==> src/rtl/ad9231_cfg_seq.sv <==
// AD9231 power-up configuration sequencer: walks an external register table,
// issuing SPI writes (optionally verified by readback) with per-entry retry.
module ad9231_cfg_seq #(
  parameter int N_ENTRIES   = 8,
  parameter int PWRUP_CYC   = 2000,
  parameter int TIMEOUT_CYC = 4096,
  parameter int MAX_RETRY   = 3
) (
  input  logic        clk_200m,
  input  logic        rst_n,
  input  logic        start,
  output logic [5:0]  tbl_idx,
  input  logic [12:0] tbl_addr,
  input  logic [7:0]  tbl_data,
  input  logic        tbl_chk,
  output logic [12:0] spi_addr,
  output logic [7:0]  spi_data,
  output logic        spi_read,
  output logic        spi_flag,
  input  logic        spi_over,
  input  logic [7:0]  spi_rdata,
  output logic        powerdown,
  output logic        busy,
  output logic        done,
  output logic        err,
  output logic [5:0]  err_idx
);

  localparam int PWR_W    = (PWRUP_CYC > 1) ? $clog2(PWRUP_CYC) : 1;
  localparam int TMO_W    = (TIMEOUT_CYC > 1) ? $clog2(TIMEOUT_CYC) : 1;
  localparam int RTY_W    = (MAX_RETRY > 0) ? $clog2(MAX_RETRY + 1) : 1;
  localparam int PWR_LAST = (PWRUP_CYC > 0) ? PWRUP_CYC - 1 : 0;
  localparam int TMO_LAST = (TIMEOUT_CYC > 0) ? TIMEOUT_CYC - 1 : 0;
  localparam int IDX_LAST = N_ENTRIES - 1;

  typedef enum logic [3:0] {
    IDLE, PWR_WAIT, ISSUE_WR, WAIT_WR, ISSUE_RD, WAIT_RD, NEXT, DONE, ERROR
  } state_e;

  state_e            state_q, state_d;
  logic [PWR_W-1:0]  pwr_cnt_q, pwr_cnt_d;
  logic [TMO_W-1:0]  tmo_cnt_q, tmo_cnt_d;
  logic [RTY_W-1:0]  retry_q, retry_d;
  logic [5:0]        tbl_idx_q, tbl_idx_d;
  logic [12:0]       spi_addr_q, spi_addr_d;
  logic [7:0]        spi_data_q, spi_data_d;
  logic              spi_read_q, spi_read_d;
  logic              spi_flag_q, spi_flag_d;
  logic [5:0]        err_idx_q, err_idx_d;

  logic pwr_last, tmo_last, rty_last, idx_last, in_wait, retry_evt, restart;

  assign pwr_last = (pwr_cnt_q == PWR_W'(PWR_LAST));
  assign tmo_last = (tmo_cnt_q == TMO_W'(TMO_LAST));
  assign rty_last = (retry_q == RTY_W'(MAX_RETRY));
  assign idx_last = (tbl_idx_q == 6'(IDX_LAST));
  assign in_wait  = (state_q == WAIT_WR) || (state_q == WAIT_RD);
  assign restart  = start && ((state_q == IDLE) || (state_q == DONE) || (state_q == ERROR));

  // A completion pulse wins over a simultaneous timeout.
  always_comb begin
    retry_evt = 1'b0;
    if (state_q == WAIT_WR)
      retry_evt = !spi_over && tmo_last;
    else if (state_q == WAIT_RD)
      retry_evt = spi_over ? (spi_rdata != tbl_data) : tmo_last;
  end

  always_ff @(posedge clk_200m or negedge rst_n) begin
    if (!rst_n) begin
      state_q    <= IDLE;
      pwr_cnt_q  <= '0;
      tmo_cnt_q  <= '0;
      retry_q    <= '0;
      tbl_idx_q  <= '0;
      spi_addr_q <= '0;
      spi_data_q <= '0;
      spi_read_q <= 1'b0;
      spi_flag_q <= 1'b0;
      err_idx_q  <= '0;
    end else begin
      state_q    <= state_d;
      pwr_cnt_q  <= pwr_cnt_d;
      tmo_cnt_q  <= tmo_cnt_d;
      retry_q    <= retry_d;
      tbl_idx_q  <= tbl_idx_d;
      spi_addr_q <= spi_addr_d;
      spi_data_q <= spi_data_d;
      spi_read_q <= spi_read_d;
      spi_flag_q <= spi_flag_d;
      err_idx_q  <= err_idx_d;
    end
  end

  always_comb begin
    state_d = state_q;
    unique case (state_q)
      IDLE:     state_d = PWR_WAIT;
      PWR_WAIT: if (pwr_last) state_d = ISSUE_WR;
      ISSUE_WR: state_d = WAIT_WR;
      WAIT_WR: begin
        if (spi_over)       state_d = tbl_chk ? ISSUE_RD : NEXT;
        else if (retry_evt) state_d = rty_last ? ERROR : ISSUE_WR;
      end
      ISSUE_RD: state_d = WAIT_RD;
      WAIT_RD: begin
        if (retry_evt)      state_d = rty_last ? ERROR : ISSUE_WR;
        else if (spi_over)  state_d = NEXT;
      end
      NEXT:     state_d = idx_last ? DONE : ISSUE_WR;
      DONE:     if (start) state_d = PWR_WAIT;
      ERROR:    if (start) state_d = PWR_WAIT;
      default:  state_d = IDLE;
    endcase
  end

  always_comb begin
    pwr_cnt_d  = ((state_q == PWR_WAIT) && !pwr_last) ? pwr_cnt_q + 1'b1 : '0;
    tmo_cnt_d  = (in_wait && !spi_over && !tmo_last) ? tmo_cnt_q + 1'b1 : '0;
    retry_d    = retry_q;
    tbl_idx_d  = tbl_idx_q;
    spi_addr_d = spi_addr_q;
    spi_data_d = spi_data_q;
    spi_read_d = spi_read_q;
    spi_flag_d = (state_q == ISSUE_WR) || (state_q == ISSUE_RD);
    err_idx_d  = err_idx_q;

    if (state_q == PWR_WAIT) begin
      retry_d   = '0;
      tbl_idx_d = '0;
    end
    if (state_q == NEXT) begin
      retry_d = '0;
      if (!idx_last) tbl_idx_d = tbl_idx_q + 6'd1;
    end
    if (retry_evt) begin
      if (rty_last) err_idx_d = tbl_idx_q;
      else          retry_d   = retry_q + 1'b1;
    end
    // Address/data are captured once per write and held until completion.
    if (state_q == ISSUE_WR) begin
      spi_addr_d = tbl_addr;
      spi_data_d = tbl_data;
      spi_read_d = 1'b0;
    end
    if (state_q == ISSUE_RD) spi_read_d = 1'b1;
    if (restart) err_idx_d = '0;
  end

  always_comb begin
    powerdown = (state_q == IDLE);
    busy      = !((state_q == IDLE) || (state_q == DONE) || (state_q == ERROR));
    done      = (state_q == DONE);
    err       = (state_q == ERROR);
  end

  assign tbl_idx  = tbl_idx_q;
  assign spi_addr = spi_addr_q;
  assign spi_data = spi_data_q;
  assign spi_read = spi_read_q;
  assign spi_flag = spi_flag_q;
  assign err_idx  = err_idx_q;

endmodule

==> config.mk <==
export PLATFORM = sky130hd
export DESIGN_NAME = ad9231_cfg_seq
export DESIGN_NICKNAME = d
export VERILOG_FILES = /design/src/rtl/ad9231_cfg_seq.sv
export SDC_FILE = /design/constraint.sdc
export NUM_CORES = 1
export LEC_CHECK = 0
export BUFFER_PORTS_ARGS = -buffer_cell sky130_fd_sc_hd__buf_2
export CAP_MARGIN = 20
export CORE_UTILIZATION = 35
export DETAILED_ROUTE_END_ITERATION = 8
export GPL_TIMING_DRIVEN = 0
export PLACE_DENSITY_LB_ADDON = 0.2
export SLEW_MARGIN = 10
export SYNTH_ARGS = -nofsm -noshare
export SYNTH_HDL_FRONTEND = slang
export SYNTH_SLANG_ARGS = --single-unit
==> constraint.sdc <==
create_clock -name clk_200m -period 3.62 [get_ports clk_200m]
set_input_delay 1.086 -clock clk_200m [delete_from_list [all_inputs] [get_ports clk_200m]]
set_output_delay 1.086 -clock clk_200m [all_outputs]
set_load 0.01 [all_outputs]
==> flow_summary.ini, run 1 <==
[global_route]
gr-usage-met2_pct = 25.76
top_usage_layer = met2
track_usage_pct = 15.18
grt_pass1_vias = 2265
use_met1_pct = 18.44
grt_max_degree = 63
grt_pass1_wl_microns = 10630
leftover_overflow_at_the_end_of_global_routing = 0
initial_antenna_violation_count = 0
grtUsageMet3_pct = 3.130

[yosys]
synth-warning-count = 0
synth_cell_type_count = 46
mappedNetlistArea_sq_um = 3127
gate_count_of_the_mapped_netlist = 293
avgSynthCellArea_sq_um = 10.67
yosysSeqAreaShare_pct = 51.22
synth_async_sr_flop_share_pct = 100.0
synth.net_count = 331
synth-edff-count = 0
synth_flop_cell = dfrtp_1
ys_seq_elements = 64

[hold_path]
holdCritPathClass = reg -> reg
min-delay-start = pwr_cnt_q[0]$_DFF_PN0_
min_delay_path_depth = 1

[clock_tree]
cts_num_sinks = 64
cts_hold_buf = 0
cts_root_buffer = clkbuf_8
number_of_buffers_inserted_during_clock_tree_synthesis = 9
cts.clk_slew.worst_paths_ns = 0.07
postCtsSetupRepairBufs = 0
clk_latency_ns = 0.34
postCtsResizedCells = 0
cts_tree = built
htree_num_levels = 3
clockBufferDepth = 2

[sta]
finalHoldViolCount = 0
finalHoldWorstSlack_ns = 0.4580
timing.slew.headroom_pct = 35.08
finalSetupViolCount = 0
fin_tns_setup_ns = 0
grt_setup_unrepaired = false
clock_skew_ns = 0.01344
layout_worst_path_cycle_share_pct = 79.10
timing.final.max_slew_violations = 0
max_slew.worst_pin.slew_ns = 0.9612
fmax_ghz = 0.3493
period_minus_slack_ns = 2.863

[die]
io_pins = 73
coreArea_sq_um = 8678
die_width_microns = 96.52
die-area_sq_um = 9315
floorplan.initialDensity_pct = 36.03
die_h_microns = 96.52
fp-row-count = 34

[finish]
layout.cells.most_common_list = 73 x buf_2, 64 x dfrtp_1, 30 x nor2_1, 22 x nand2_1, 19 x xor2_1
multi_input_area_sq_um = 1416
layout_cells_sized_above_1_pct = 29.66
regArea_sq_um = 1602
flow.area_growth_from_synthesis_pct = 23.21
insertedDiodeCount = 0
finalNonFillerCells = 489
layout.cells.most_common = buf_2
num-fill-cells = 875
layout.nets = 414

[route]
vias_per_cell = 4.883
antenna_left = 0
avg_wl_per_cell_microns = 13.55
wl_microns = 6624
detail_route.iter0.violations = 94
dr.pass1.iters = 4
vias = 2388
drc = 0

[pwr]
power.switching_w = 0.0008812
comb_power_share_pct = 35.9
clockPowerShare_pct = 24.9
p_int_w = 0.001649
switch_share_pct = 34.83
power-per-cell-area_nw_per_um2 = 656.8
irDropWorstVdd_mv = 0.2004
static_leakage_nw = 1.833
seq_power_share_pct = 39.2
finalPower_w = 0.002530

[placed_design]
dp_cells = 473
dp_hpwl_microns = 4854
gp_congestion = 0.8355
port-buffer-count = 71

[critical_path]
worst_setup_path_end_kind = output port
cp_data_required_time_ns = 2.53
start_of_the_worst_register_to_register_path = tmo_cnt_q[0]$_DFF_PN0_
timing.reg2reg.worst_path_depth = 6
critPathMaxFanout = 10
crit_type = reg -> out
cp.arrival_ns = 1.78
startpoint = state_q[2]$_DFFE_PN0P_
worst_setup_sp_type = flip-flop

[outcome]
status = completed

[flow_run]
cap_violations = 0
path summary, 6_finish.rpt:
path / end / slack, ns
worst max-delay path: busy / 0.76
worst min-delay path: pwr_cnt_q[0]$_DFF_PN0_ / 0.46
worst max register to register: state_q[2]$_DFFE_PN0P_ / 1.47
worst min register to register: pwr_cnt_q[0]$_DFF_PN0_ / 0.46
max in group asynchronous: pwr_cnt_q[1]$_DFF_PN0_ / 2.59
min in group asynchronous: spi_addr[0]$_DFFE_PN0P_ / 0.53
layout make-up:
type                       instances  area share (%)
clock buffer                      11           3.670
sequential                        64           41.57
inverter                          15           1.462
multi-input combinational        202           36.77
buffer                            12           1.364
tap                              108           3.508
clock inverter                     5           1.656
timing repair buffer              72           10.00
cell usage after synthesis, drive strengths merged, types with 2 or more instances:
master,instances,area share (%)
a21oi,7,1.1
a22o,3,0.84
a41oi,2,0.80
and2,4,0.80
and3,6,1.2
and4,4,1.1
buf,5,0.84
clkbuf,7,0.84
dfrtp,64,51
ha,4,1.6
inv,14,1.7
mux2,22,7.9
mux2i,9,2.9
nand2,22,2.6
nand2b,3,0.60
nand3,11,1.8
nand4,4,0.80
nand4b,2,0.56
nor2,30,3.6
nor3,5,0.96
nor4,5,1.0
o21ai,13,2.1
o31ai,2,0.48
or4b,2,0.64
xnor2,10,2.8
xor2,19,5.3
worst max-delay path, stage by stage, from the launching register on:
cell      delay, ns
dfrtp_1        0.32
buf_4          0.15
clkbuf_1       0.36
nand4b_1       0.26
o31a_1         0.19
buf_2          0.15
logic make-up (layout without fill, tap and decap cells):
group	after synthesis	count (layout)	share of synthesized area, %
and+or+nand+nor	102	102	17.01
DFF	64	64	51.22
AOI/OAI and AO/OA	36	36	7.764
muxes	31	31	10.80
xor gates and xnor gates	29	29	8.123
buffers and inverters	27	115	3.481
adders and majority gates	4	4	1.601
metrics by stage:
stage	utilization [%]	setup WS (ns)	cell area (sq um)
final	44.39	0.7567	3852
after global routing	44.39	0.6735	3852
after CTS	44.39	0.7622	3852
after detailed placement	42.03	0.5769	3647
after global placement	41.68	0.6383	3617
after floorplan	-	1.116	3127
routing by layer:
metal  vias up  wire length, microns
met5         -                     0
met4         0                   100
met3        10                   240
met2        48                  3286
met1      1143                  2997
li1       1187                     -
registers in the layout, summed over array words and instances (netlist names), 2 cells and up:
register and flops:
spi_addr 13, tmo_cnt_q 12, pwr_cnt_q 11, spi_data 8, err_idx 6, tbl_idx 6, state_q 4, retry_q 2
power by group through the flow:
stage / sequential [W] / clock (W) / combinational (W)
after floorplan: 0.00106 / 0 / 0.000524
after global placement: 0.00100 / 0 / 0.000900
after detailed placement: 0.00101 / 0 / 0.000918
after CTS: 0.000995 / 0.000648 / 0.000922
after global routing: 0.00101 / 0.000677 / 0.00101
final: 0.000993 / 0.000629 / 0.000908
Power figures use the tool's default switching activity.
==> run 2: changes to the inputs <==
--- a/config.mk
+++ b/config.mk
@@ -5,6 +5,7 @@
 export SDC_FILE = /design/constraint.sdc
 export NUM_CORES = 1
 export LEC_CHECK = 0
+export ABC_AREA = 1
 export BUFFER_PORTS_ARGS = -buffer_cell sky130_fd_sc_hd__buf_2
 export CAP_MARGIN = 20
 export CORE_UTILIZATION = 35
==> constraint.sdc (replaced) <==
create_clock -name clk_200m -period 2.6 [get_ports clk_200m]
set_input_delay 0.78 -clock clk_200m [delete_from_list [all_inputs] [get_ports clk_200m]]
set_output_delay 0.78 -clock clk_200m [all_outputs]
set_load 0.01 [all_outputs]
==> run 2 against run 1 <==
Effect of this change:
- sequential power rose by 36%
- sequential share of layout area up 1.2 points
- first-iteration DRC count grew 45%
- worst hold slack lost 0.15 ns
- combinational power rose by 27%
- clock skew decreased by 0.0046 ns
- non-clock buffer count shrank 6
- critical path type unchanged
==> flow_summary.ini, run 2 <==
[outcome]
status = completed

[die]
coreArea_sq_um = 8341
die_width_microns = 95.42
fp-row-count = 33
die-area_sq_um = 9104
die_h_microns = 95.42
floorplan.initialDensity_pct = 36.62
io_pins = 73

[critical_path]
crit_type = reg -> out
critPathMaxFanout = 8
cp.arrival_ns = 1.54
cp_data_required_time_ns = 1.82
timing.rr.end = state_q[0]$_DFFE_PN0P_
worst_setup_sp_type = flip-flop
start_of_the_worst_register_to_register_path = tmo_cnt_q[0]$_DFF_PN0_
startpoint = state_q[0]$_DFFE_PN0P_
worst_setup_path_end_kind = output port
worst-r2r-setup-slack_ns = 0.67
cp-endpoint = err
timing.reg2reg.worst_path_depth = 10

[route]
dr.pass1.iters = 4
drc = 0
wl_microns = 6405
antenna_left = 0
vias = 2595
avg_wl_per_cell_microns = 11.48
detail_route.iter0.violations = 136
vias_per_cell = 4.651

[clock_tree]
cts_num_sinks = 64
cts_tree = built
cts_hold_buf = 0
number_of_buffers_inserted_during_clock_tree_synthesis = 9
postCtsResizedCells = 0
htree_num_levels = 3
clk_latency_ns = 0.33
cts.clk_slew.worst_paths_ns = 0.07
postCtsSetupRepairBufs = 0
cts_root_buffer = clkbuf_8
clockBufferDepth = 2

[yosys]
gate_count_of_the_mapped_netlist = 364
yosys.area.top_type = dfrtp_1
synth_async_sr_flop_share_pct = 100.0
synth.most_common_cell = nand2_1
synth_flop_cell = dfrtp_1
synth.top_cells.by_count = 115 x nand2_1, 64 x dfrtp_1, 39 x inv_1
synth_largest_type_area_fraction_pct = 52.44
synth_area_leaders = dfrtp_1 52%, nand2_1 14%, inv_1 4.8%, nor2_1 4.2%, nand3_1 3.4%
synth-warning-count = 0
yosysSeqAreaShare_pct = 52.44
synth-edff-count = 0
avgSynthCellArea_sq_um = 8.391
synth_cell_type_count = 34
synth.net_count = 402
mappedNetlistArea_sq_um = 3054
ys_seq_elements = 64

[pwr]
clockPowerShare_pct = 22.5
power-per-cell-area_nw_per_um2 = 862.3
seq_power_share_pct = 41.8
power.switching_w = 0.001214
p_int_w = 0.002012
static_leakage_nw = 1.998
comb_power_share_pct = 35.7
switch_share_pct = 37.63
irDropWorstVdd_mv = 0.3812

[finish]
layout.cells.most_common = nand2_1
finish.instance_area_sq_um = 3741
layout.cells.most_common_list = 115 x nand2_1, 72 x buf_2, 64 x dfrtp_1, 39 x inv_1, 34 x nor2_1
insertedDiodeCount = 0
flow.area_growth_from_synthesis_pct = 22.49
layout_cells_sized_above_1_pct = 23.84
layout.nets = 486
final_util_pct = 44.85
max_reg_flops = 13
num-fill-cells = 870

[flow_run]
cap_violations = 0

[sta]
grt_setup_unrepaired = false
fin_tns_setup_ns = 0
clock_skew_ns = 0.008861
finalSetupViolCount = 0
timing.slew.headroom_pct = 54.44
layout_worst_path_cycle_share_pct = 89.23
timing.final.max_slew_violations = 0
fmax_ghz = 0.4310
finalHoldViolCount = 0
max_slew.worst_pin.slew_ns = 0.6762
period_minus_slack_ns = 2.320

[placed_design]
dpl_cell_area_sq_um = 3576
gp_congestion = 0.8387
port-buffer-count = 72
dp_hpwl_microns = 4867

[global_route]
initial_antenna_violation_count = 0
grt_pass1_vias = 2395
track_usage_pct = 15.29
grt_max_degree = 49
grt_pass1_wl_microns = 10600
leftover_overflow_at_the_end_of_global_routing = 0

[hold_path]
holdCritPathClass = in -> async
-- run 2: layout make-up --
cell class,count,area [sq um],area share (%)
buffer,5,31.28,0.8361
clock buffer,12,145.1,3.880
clock inverter,4,20.02,0.5351
inverter,42,160.2,4.281
multi-input combinational,253,1261,33.71
sequential,64,1602,42.81
tap,105,131.4,3.512
timing repair buffer,73,390.4,10.43
-- run 2: metrics by stage --
stage	total power, W	std cells	setup slack, ns	hold WS (ns)
after global routing	0.003524	558	0.1197	0.3008
final	0.003226	558	0.2801	0.3055
after CTS	0.003285	558	0.2445	0.2892
after detailed placement	0.002537	542	0.5510	0.4565
after floorplan	0.002105	364	0.8162	0.4329
after global placement	0.002514	541	0.4609	0.4526
-- run 2: worst min-delay path by stage --
stage	startpoint	end	slack, ns	depth (start not counted)
floorplan	pwr_cnt_q[0]$_DFF_PN0_	pwr_cnt_q[0]$_DFF_PN0_	0.43	1
global placement	pwr_cnt_q[0]$_DFF_PN0_	pwr_cnt_q[0]$_DFF_PN0_	0.45	1
detailed placement	pwr_cnt_q[0]$_DFF_PN0_	pwr_cnt_q[0]$_DFF_PN0_	0.46	1
CTS	rst_n	pwr_cnt_q[10]$_DFF_PN0_	0.29	1
global route	rst_n	pwr_cnt_q[10]$_DFF_PN0_	0.30	1
finish	rst_n	pwr_cnt_q[10]$_DFF_PN0_	0.31	1
-- run 2: routing by layer --
| metal | global-route usage (%) | part of all wire, % |
|---|---|---|
| met5 | 0 | 0 |
| met4 | 5.597 | 0.87 |
| met3 | 4.705 | 5.5 |
| met2 | 24.40 | 46 |
| met1 | 19.50 | 47 |
-- run 2: critical path, cell delays in order (launching register included) --
cell,delay [ns]
dfrtp_1,0.37
buf_4,0.16
nor2_1,0.14
inv_1,0.07
nor2_1,0.19
nand2_1,0.10
inv_1,0.06
buf_2,0.12
-- run 2: cells by family after synthesis --
kind of cell,after synthesis,share of synthesized area (%)
buffers and inverters,47,6.268
AND/OR/NAND/NOR,191,26.42
AO/OA/AOI/OAI,47,10.08
adder cells (fa/ha/maj),4,1.639
flip-flops,64,52.44
XOR/XNOR,11,3.154
-- run 2: power groups by stage --
stage,clock network [W],logic [W],registers (W)
2_1_floorplan,0,0.000658,0.00145
3_3_place_gp,0,0.00115,0.00136
3_5_place_dp,0,0.00117,0.00137
4_1_cts,0.000761,0.00117,0.00135
5_1_grt,0.000803,0.00134,0.00138
6_report,0.000726,0.00115,0.00135
